**src/rtl/pixel_timing_gen_pkg.sv**
```systemverilog
// -----------------------------------------------------------------------------
// pixel_timing_gen_pkg
// Shared definitions for the pixel timing generator and the timestamp /
// active-pixel memory manager it reads from. Both blocks take their bus
// widths from here, which keeps the read port and the timestamp width in step.
//
// Contents:
//   ADDR_W_DEF  pixel address width (manager raddr)
//   TS_W_DEF    timestamp and line tick counter width
//   PW_W_DEF    pulse width counter width
//   state_t     line sequencer state encoding
// -----------------------------------------------------------------------------
package pixel_timing_gen_pkg;

    localparam int ADDR_W_DEF = 9;
    localparam int TS_W_DEF   = 16;
    localparam int PW_W_DEF   = 8;

    // Line sequencer states. The encodings are fixed so that a debug probe
    // or the manager's status logic can decode them directly.
    typedef enum logic [2:0] {
        IDLE     = 3'd0,
        FETCH    = 3'd1,
        WAIT_TS  = 3'd2,
        PULSE    = 3'd3,
        LINE_END = 3'd4
    } state_t;

endpackage

```
**src/rtl/pixel_timing_gen_pulse_stretcher.sv**
```systemverilog
// -----------------------------------------------------------------------------
// pixel_timing_gen_pulse_stretcher
// Produces one registered pulse per load strobe. The pulse lasts
// max(width, 1) cycles. The pulse starts in the cycle after load. The done
// strobe marks the last high cycle, so the sequencer can move on without
// adding a gap.
//
// Ports:
//   clk_i   in   system clock
//   nrst_i  in   synchronous active-low reset
//   load    in   start a pulse using the current width
//   width   in   requested pulse length in cycles (0 behaves as 1)
//   pulse   out  registered pulse output
//   done    out  high during the final cycle of the pulse
// -----------------------------------------------------------------------------
module pixel_timing_gen_pulse_stretcher
    import pixel_timing_gen_pkg::*;
#(
    parameter int PW_W = PW_W_DEF
) (
    input  logic            clk_i,
    input  logic            nrst_i,
    input  logic            load,
    input  logic [PW_W-1:0] width,
    output logic            pulse,
    output logic            done
);

    logic [PW_W-1:0] count_q;

    // The remaining-cycles counter. A width of zero is promoted to one, so a
    // misprogrammed width still fires the laser once instead of skipping it.
    // The counter counts down to zero and then holds. The pulse is high
    // exactly while the count is non-zero, so it comes straight from a flop.
    always_ff @(posedge clk_i) begin
        if (!nrst_i) begin
            count_q <= '0;
        end else if (load) begin
            count_q <= (width == '0) ? PW_W'(1) : width;
        end else if (count_q != '0) begin
            count_q <= count_q - PW_W'(1);
        end
    end

    assign pulse = (count_q != '0);
    assign done  = (count_q == PW_W'(1));

endmodule

```
**src/rtl/pixel_timing_gen.sv**
```systemverilog
// -----------------------------------------------------------------------------
// pixel_timing_gen
// Line-by-line pixel firing sequencer. For each accepted line_sync_i it does
// the following:
//   - It walks the pixel addresses 0..npix-1 on the manager read port.
//   - It waits until the line tick counter reaches each pixel's timestamp.
//   - It fires a pulse for each active pixel.
//   - It ends the line with a one-cycle new_line_o to the manager.
//
// Ports:
//   clk_i              in   system clock
//   nrst_i             in   synchronous active-low reset
//   enable_i           in   allow new lines to start
//   line_sync_i        in   start-of-line trigger (one-cycle pulse)
//   pixels_per_line_i  in   pixels in the line, sampled at line start
//   pulse_width_i      in   pulse length in cycles (0 behaves as 1)
//   clear_err_i        in   clears overrun_o
//   timestamp_i        in   manager timestamp for raddr_o (1-cycle latency)
//   active_pixel_i     in   manager active flag for raddr_o (1-cycle latency)
//   raddr_o            out  manager read address
//   pixel_pulse_o      out  pixel fire pulse
//   new_line_o         out  one-cycle end-of-line strobe
//   line_busy_o        out  high while a line is in progress
//   overrun_o          out  sticky: line_sync_i arrived while busy
// -----------------------------------------------------------------------------
module pixel_timing_gen
    import pixel_timing_gen_pkg::*;
#(
    parameter int ADDR_W = ADDR_W_DEF,
    parameter int TS_W   = TS_W_DEF,
    parameter int PW_W   = PW_W_DEF
) (
    input  logic              clk_i,
    input  logic              nrst_i,
    input  logic              enable_i,
    input  logic              line_sync_i,
    input  logic [ADDR_W-1:0] pixels_per_line_i,
    input  logic [PW_W-1:0]   pulse_width_i,
    input  logic              clear_err_i,
    input  logic [TS_W-1:0]   timestamp_i,
    input  logic              active_pixel_i,
    output logic [ADDR_W-1:0] raddr_o,
    output logic              pixel_pulse_o,
    output logic              new_line_o,
    output logic              line_busy_o,
    output logic              overrun_o
);

    state_t            state_q, state_d;
    logic [ADDR_W-1:0] raddr_q;
    logic [ADDR_W-1:0] npix_q;
    logic [TS_W-1:0]   tick_q;
    logic              overrun_q;

    logic              start_line;
    logic              load_pulse;
    logic              advance;
    logic              last_pixel;
    logic              pulse_done;

    assign start_line = (state_q == IDLE) && line_sync_i && enable_i;
    assign last_pixel = (raddr_q == npix_q - ADDR_W'(1));

    // Next-state logic. "Advance" is a transition action, not a state. It is
    // shared by the skip path (inactive pixel in WAIT_TS) and the end of a
    // pulse. After an advance the sequencer goes to FETCH for the next pixel,
    // or to LINE_END if this was the last pixel. An empty line goes straight
    // from IDLE to LINE_END. That decision uses the live input because npix_q
    // is only being loaded in the same cycle.
    always_comb begin
        state_d    = state_q;
        load_pulse = 1'b0;
        advance    = 1'b0;
        case (state_q)
            IDLE: begin
                if (start_line) begin
                    state_d = (pixels_per_line_i == '0) ? LINE_END : FETCH;
                end
            end
            FETCH: begin
                state_d = WAIT_TS;
            end
            WAIT_TS: begin
                if (tick_q >= timestamp_i) begin
                    if (active_pixel_i) begin
                        load_pulse = 1'b1;
                        state_d    = PULSE;
                    end else begin
                        advance = 1'b1;
                    end
                end
            end
            PULSE: begin
                if (pulse_done) begin
                    advance = 1'b1;
                end
            end
            LINE_END: begin
                state_d = IDLE;
            end
            default: begin
                state_d = IDLE;
            end
        endcase
        if (advance) begin
            state_d = last_pixel ? LINE_END : FETCH;
        end
    end

    // State register and the per-line registers:
    //   - The address counter restarts at each line and steps once per
    //     advance. It does not step on the last pixel, so raddr_o shows the
    //     final pixel until the next line starts.
    //   - The tick counter is zeroed at line start and counts every busy
    //     cycle. It saturates so that a very long line cannot wrap around
    //     and fire early pixels again.
    //   - The overrun flag is sticky. When a new overrun and clear_err_i
    //     happen in the same cycle, the new overrun wins.
    always_ff @(posedge clk_i) begin
        if (!nrst_i) begin
            state_q   <= IDLE;
            raddr_q   <= '0;
            npix_q    <= '0;
            tick_q    <= '0;
            overrun_q <= 1'b0;
        end else begin
            state_q <= state_d;

            if (start_line) begin
                raddr_q <= '0;
                npix_q  <= pixels_per_line_i;
            end else if (advance && !last_pixel) begin
                raddr_q <= raddr_q + ADDR_W'(1);
            end

            if (start_line) begin
                tick_q <= '0;
            end else if ((state_q != IDLE) && (tick_q != '1)) begin
                tick_q <= tick_q + TS_W'(1);
            end

            if (line_sync_i && (state_q != IDLE)) begin
                overrun_q <= 1'b1;
            end else if (clear_err_i) begin
                overrun_q <= 1'b0;
            end
        end
    end

    pixel_timing_gen_pulse_stretcher #(
        .PW_W (PW_W)
    ) u_pulse_stretcher (
        .clk_i  (clk_i),
        .nrst_i (nrst_i),
        .load   (load_pulse),
        .width  (pulse_width_i),
        .pulse  (pixel_pulse_o),
        .done   (pulse_done)
    );

    assign raddr_o     = raddr_q;
    assign new_line_o  = (state_q == LINE_END);
    assign line_busy_o = (state_q != IDLE);
    assign overrun_o   = overrun_q;

endmodule

```
**config.mk**
```make
export PLATFORM = sky130hd
export DESIGN_NAME = pixel_timing_gen
export DESIGN_NICKNAME = d
export VERILOG_FILES = /design/src/rtl/pixel_timing_gen_pkg.sv /design/src/rtl/pixel_timing_gen_pulse_stretcher.sv /design/src/rtl/pixel_timing_gen.sv
export SDC_FILE = /design/constraint.sdc
export NUM_CORES = 1
export LEC_CHECK = 0
export ABC_AREA = 1
export CAP_MARGIN = 40
export CORE_UTILIZATION = 44
export DETAILED_ROUTE_END_ITERATION = 16
export PLACE_DENSITY_LB_ADDON = 0.3
export RECOVER_POWER = 100
export SYNTH_ARGS = -nofsm -noshare
export SYNTH_HDL_FRONTEND = slang
export SYNTH_SLANG_ARGS = --single-unit
export TNS_END_PERCENT = 10
```
**constraint.sdc**
```tcl
create_clock -name clk_i -period 2.35 [get_ports clk_i]
set_input_delay 0.5875 -clock clk_i [delete_from_list [all_inputs] [get_ports clk_i]]
set_output_delay 0.5875 -clock clk_i [all_outputs]
set_load 0.02 [all_outputs]
```
# [Word-level counts from Yosys, hierarchy flattened]
# Index checks and enable logic that the tools add are counted.
# Widths: inputs -> output; s select.
[word_totals] output_inout_bits=13 reg_bits=46
[classes] add_sub_neg=4 mux=19 reduce_logical=15 bitwise_logic=1 eq_ne=11 magnitude_cmp=1
[op_table] cell="$mux 8" n=3
[op_table] cell="$mux 3" n=6
[op_table] cell="$add 16x1->16 const B" n=1
[op_table] cell="$ge 16x16->1" n=1
[op_table] cell="$ne 16x16->1 const B" n=1
[op_table] cell="$pmux 3 s4" n=1
[op_table] cell="$add 9x1->9 const B" n=1
[op_table] cell="$eq 9x9->1" n=1
[op_table] cell="$logic_not 9->1" n=1
[op_table] cell="$ne 3x3->1 const B" n=3
[op_table] cell="$sub 9x1->9 const B" n=1
[op_table] cell="$eq 8x1->1 const B" n=1
[op_table] cell="$logic_not 8->1" n=1
[op_table] cell="$mux 1" n=8
[op_table] cell="$reduce_bool 8->1" n=1
[op_table] cell="$sub 8x1->8 const B" n=1
[op_table] cell="$eq 3x2->1 const B" n=2
[op_table] cell="$logic_and 1x1->1" n=5
[op_table] cell="$reduce_and 4->1" n=1
[op_table] cell="$reduce_bool 2->1" n=2
[op_table] cell="$eq 3x1->1 const B" n=1
[op_table] cell="$eq 3x3->1 const B" n=1
[op_table] cell="$logic_not 3->1" n=1
[op_table] cell="$reduce_bool 3->1" n=1
[op_table] cell="5 further kinds" n=5

# [Logic depth before layout (Yosys ltp)]
[logic_depth] depth_word=6 mapped_depth=17

# [Modules after synthesis]
# From an unflattened synthesis, not the netlist that was laid out.
[hier_totals] hier_cells=490 hier_area_um2=3260.6
[by_module_without_submodules] mod="pixel_timing_gen" area_each_um2=2705.1 n_inst=1 cells_per_inst=410
[by_module_without_submodules] mod="pixel_timing_gen_pulse_stretcher" area_each_um2=555.5 n_inst=1 cells_per_inst=80

# [Least setup slack after synthesis]
# No wires, ideal clock.
[synth_timing] path_kind="in2reg" from="input timestamp_i[7]" to="register raddr_q[4] (netlist: raddr_o[4])" t_required_ns=2.284 cell_stages=16 setup_time_ns=0.066 arrival_ns=1.994 path_slack_ns=0.290 cell_sequence="inv_1 > ha_1 > nand2_1 > inv_1 > nand2_1 > nand2_1 > nor2_1 > nand2_1 > nand2_1 > nand2_1 > nand2_1 > nand2_2 > nand2_4 > buf_12 > nand2_1 > a21oi_2"
[synth_between] elab_chain_len=4
[synth_rtl] item="start, declared" line_no="pixel_timing_gen.sv:40" rtl="input logic [TS_W-1:0] timestamp_i,"
[synth_rtl] item="$ge 16x16->1" line_no="pixel_timing_gen.sv:84" rtl="if (tick_q >= timestamp_i) begin"
[synth_rtl] item="$mux 1" line_no="pixel_timing_gen.sv:84"
[synth_rtl] item="$pmux 1 s2" line_no="pixel_timing_gen.sv:74" rtl="case (state_q)"
[synth_rtl] item="$logic_and 1x1->1" line_no="pixel_timing_gen.sv:132" rtl="end else if (advance && !last_pixel) begin"
[synth_rtl] item="end signal, assigned" line_no="pixel_timing_gen.sv:133" rtl="raddr_q <= raddr_q + ADDR_W'(1);"
[synth_rtl] item="end, declared" line_no="pixel_timing_gen.sv:50" rtl="logic [ADDR_W-1:0] raddr_q;"
# No other way between the ends.
# A chain may end at the register's enable or synchronous reset.

# [Final worst setup path]
[layout_timing] from="input timestamp_i[13]" to="register state_q[2]"
[layout_between] elab_chain_len=5 word_cells_on_any_way=9 cone_classes="1 x order compare; 4 x eq/ne; 3 x mux; 1 x reduce/logical"
[layout_rtl] item="$ge 16x16->1 (*)" line_no="pixel_timing_gen.sv:84"
[layout_rtl] item="$mux 1" line_no="pixel_timing_gen.sv:84"
[layout_rtl] item="$pmux 1 s2" line_no="pixel_timing_gen.sv:74"
[layout_rtl] item="$ne 3x3->1 (no line) / $ne 2x2->1 (equally long branches)"
[layout_rtl] item="$reduce_and 4->1 (no line)"
[layout_rtl] item="end signal, assigned" line_no="pixel_timing_gen.sv:127" rtl="state_q <= state_d;"
[layout_rtl] item="end, declared" line_no="pixel_timing_gen.sv:49" rtl="state_t state_q, state_d;"
# Every way passes the cells marked *; elsewhere a longest branch is shown, timed or not.

==> metrics.cfg <==
[setup_path]
critPathCaptureType = flop
crit_path_start_kind = input pin
cp_max_fo = 3
worstSetupPathType = input pin to flop
critPathRequiredTime_ns = 2.54
cp.arrival_ns = 2.41
r2r_slack_ns = 0.29

[global_routing]
grt_max_degree = 19
grt_pass1_wl_microns = 12400
grt.overflow.total = 0
track_usage_pct = 20.1
top_usage_layer = met2
grt_pass1_vias = 2903
met1_usage_pct = 25.8
antenna_found_initial = 0
use_met2_pct = 34.0
grt.met3_usage_pct = 3.41

[timing]
fmax_ghz = 0.451
setup_viol = 0
worst_pin_slew_ns = 0.630
min_period_over_period_pct = 94.4
setup_slack_ns = 0.132
relSlewSlack_pct = 58.0
drv_slew = 0
hold_viol = 0
fin_crit_ns = 2.22
worst_clock_skew_ns = 0.0143

[routing]
first_pass_iters = 4
drc_errors = 0
detail_route.vias_per_cell = 5.04
drtAntennaViolNets = 0
first_iter_violations = 143
vias = 3285
wl_microns = 7610
wire_per_inst_microns = 11.7

[synthesis]
yosys_warnings = 0
ys_seq_area_share_pct = 28.7
avgSynthCellArea_sq_um = 6.53
synthArstFlopShare_pct = 0
ys_ff_latch = 46
synthesis.nets = 551
synthTopCellsByArea = dfxtp_1 29%, nand2_1 14%, inv_1 8.8%
synth_top_cell_area_share_pct = 28.7
ys_types = 34
synth-edff-count = 0
synth_ff_type = dfxtp_1
synth_cells = 491
yosysTopAreaCell = dfxtp_1
syn_area_sq_um = 3210

[final_layout]
final_core_util_pct = 60.8
num_antenna_cells = 0
num-nets-final = 615
layout_commonest_cell = nand2_1
synthToLayoutAreaGrowth_pct = 30.9
final_cell_mix = 114 x nand2_1, 68 x inv_1, 46 x dfxtp_1
layout-drive-gt1-share_pct = 13.8

[floorplanning]
dieArea_sq_um = 7640
core_sq_um = 6910
die_y_microns = 87.4
rows = 30
die_w_microns = 87.4
start_util_pct = 46.4
io_pins = 52

[placement]
dp_hpwl_microns = 5770
gp_congestion = 0.883
pre_cts_ws_ns = -0.344
port_buffers = 51

[clock_tree]
cts_sinks = 46
clock_path_buffers = 2
worstSkewPairLatency_ns = 0.30
cts_buffers = 5
ctsRootBufferMaster = clkbuf_8
hold_buffers = 0
tritoncts = built
cts_max_level = 2
clkTransAtPathRegs_ns = 0.09

[power]
p_leak_uw = 0.00185
powerDensity_nw_per_um2 = 728
ir_worst_vdd_uv = 524

[run]
maxCapViolCount = 0

[min_path]
hold_path_class = flop to flop

[run_status]
outcome = complete, no violations

-- registers in the layout (all words and copies together) (netlist names) --
register / cells
state_q: 3
tick_q: 16
overrun_o: 1
u_pulse_stretcher.count_q: 8
npix_q: 9
raddr_o: 9
-- where the power goes --
group	leakage, uW	switching (uW)	internal (uW)
Sequential	0.000375	108	905
Clock	0.0000524	270	319
Combinational	0.00143	871	585
-- worst max-delay path: stages --
cell	delay (ns)
clkdlybuf4s50_1	0.45
inv_1	0.04
ha_1	0.31
a21oi_2	0.14
o21ai_0	0.08
a21oi_1	0.15
nand2_2	0.11
nand2_4	0.13
nand3_1	0.11
nand2_2	0.14
buf_4	0.12
nor3_2	0.03
-- logic make-up after synthesis --
| logic type | Yosys count | share of synthesized area, % |
|---|---|---|
| and+or+nand+nor | 247 | 34.7 |
| buffers and inverters | 83 | 10.4 |
| AOI/OAI and AO/OA | 76 | 13.1 |
| DFF | 46 | 28.7 |
| adders and majority gates | 21 | 8.19 |
| xor gates and xnor gates | 18 | 4.91 |
-- layout make-up --
type                            count  area (sq um)
Fill cell                         638          2710
Multi-Input combinational cell    363          2150
Sequential cell                    46           921
Timing Repair Buffer               63           614
Inverter                           76           285
Tap cell                           96           120
Clock buffer                        7          76.3
Clock inverter                      1          30.0
-- metal layers --
layer	vias to the layer above	routed length (microns)
met2	74	3560
met1	1482	3610
met4	0	140
met3	16	295
met5	-	0
li1	1713	-
-- synthesized netlist by cell type, types with 2 or more instances --
| cell type | number |
|---|---|
| nand2_1 | 118 |
| nor3_1 | 10 |
| nor2_1 | 42 |
| inv_1 | 75 |
| xor2_1 | 16 |
| or2_2 | 3 |
| a21oi_1 | 40 |
| o21ai_1 | 2 |
| nor4_1 | 3 |
| nand2_2 | 10 |
| nand4_1 | 9 |
| nor2_2 | 4 |
| xnor2_1 | 2 |
| a21oi_2 | 8 |
| dfxtp_1 | 46 |
| buf_2 | 4 |
| nand3_1 | 40 |
| o21ai_0 | 22 |
| nand2_4 | 2 |
| ha_1 | 21 |
-- what timing repair did --
action	CTS	global route
setup endpoints to repair	2	21
buffers inserted	0	1
gates cloned	0	2
resized for setup	2	48
pin swaps	0	20
endpoints found under the hold margin	0	0
-- worst paths after layout --
| kind | to | cells past startpoint | startpoint |
|---|---|---|---|
| hold / removal | overrun_o | 2 | overrun_o |
| setup / recovery | state_q[2] | 12 | timestamp_i[13] |
| setup reg to reg | tick_q[14] | 9 | state_q[1] |
| hold reg to reg | overrun_o | 2 | overrun_o |
-- per-stage QoR --
step | hold WS [ns] | area, sq um | cells | TNS [ns] | total power, uW
final | 0.471 | 4200 | 652 | 0 | 3060
after global routing | 0.498 | 4200 | 652 | -0.00800 | 3330
after CTS | 0.476 | 3970 | 649 | 0 | 3020
after detailed placement | 0.463 | 3870 | 641 | -5.50 | 2430
after global placement | 0.457 | 3870 | 641 | -4.27 | 2400
after floorplan | 0.440 | 3210 | 491 | 0 | 2020
No activity file was read; power rests on OpenSTA's default activity.
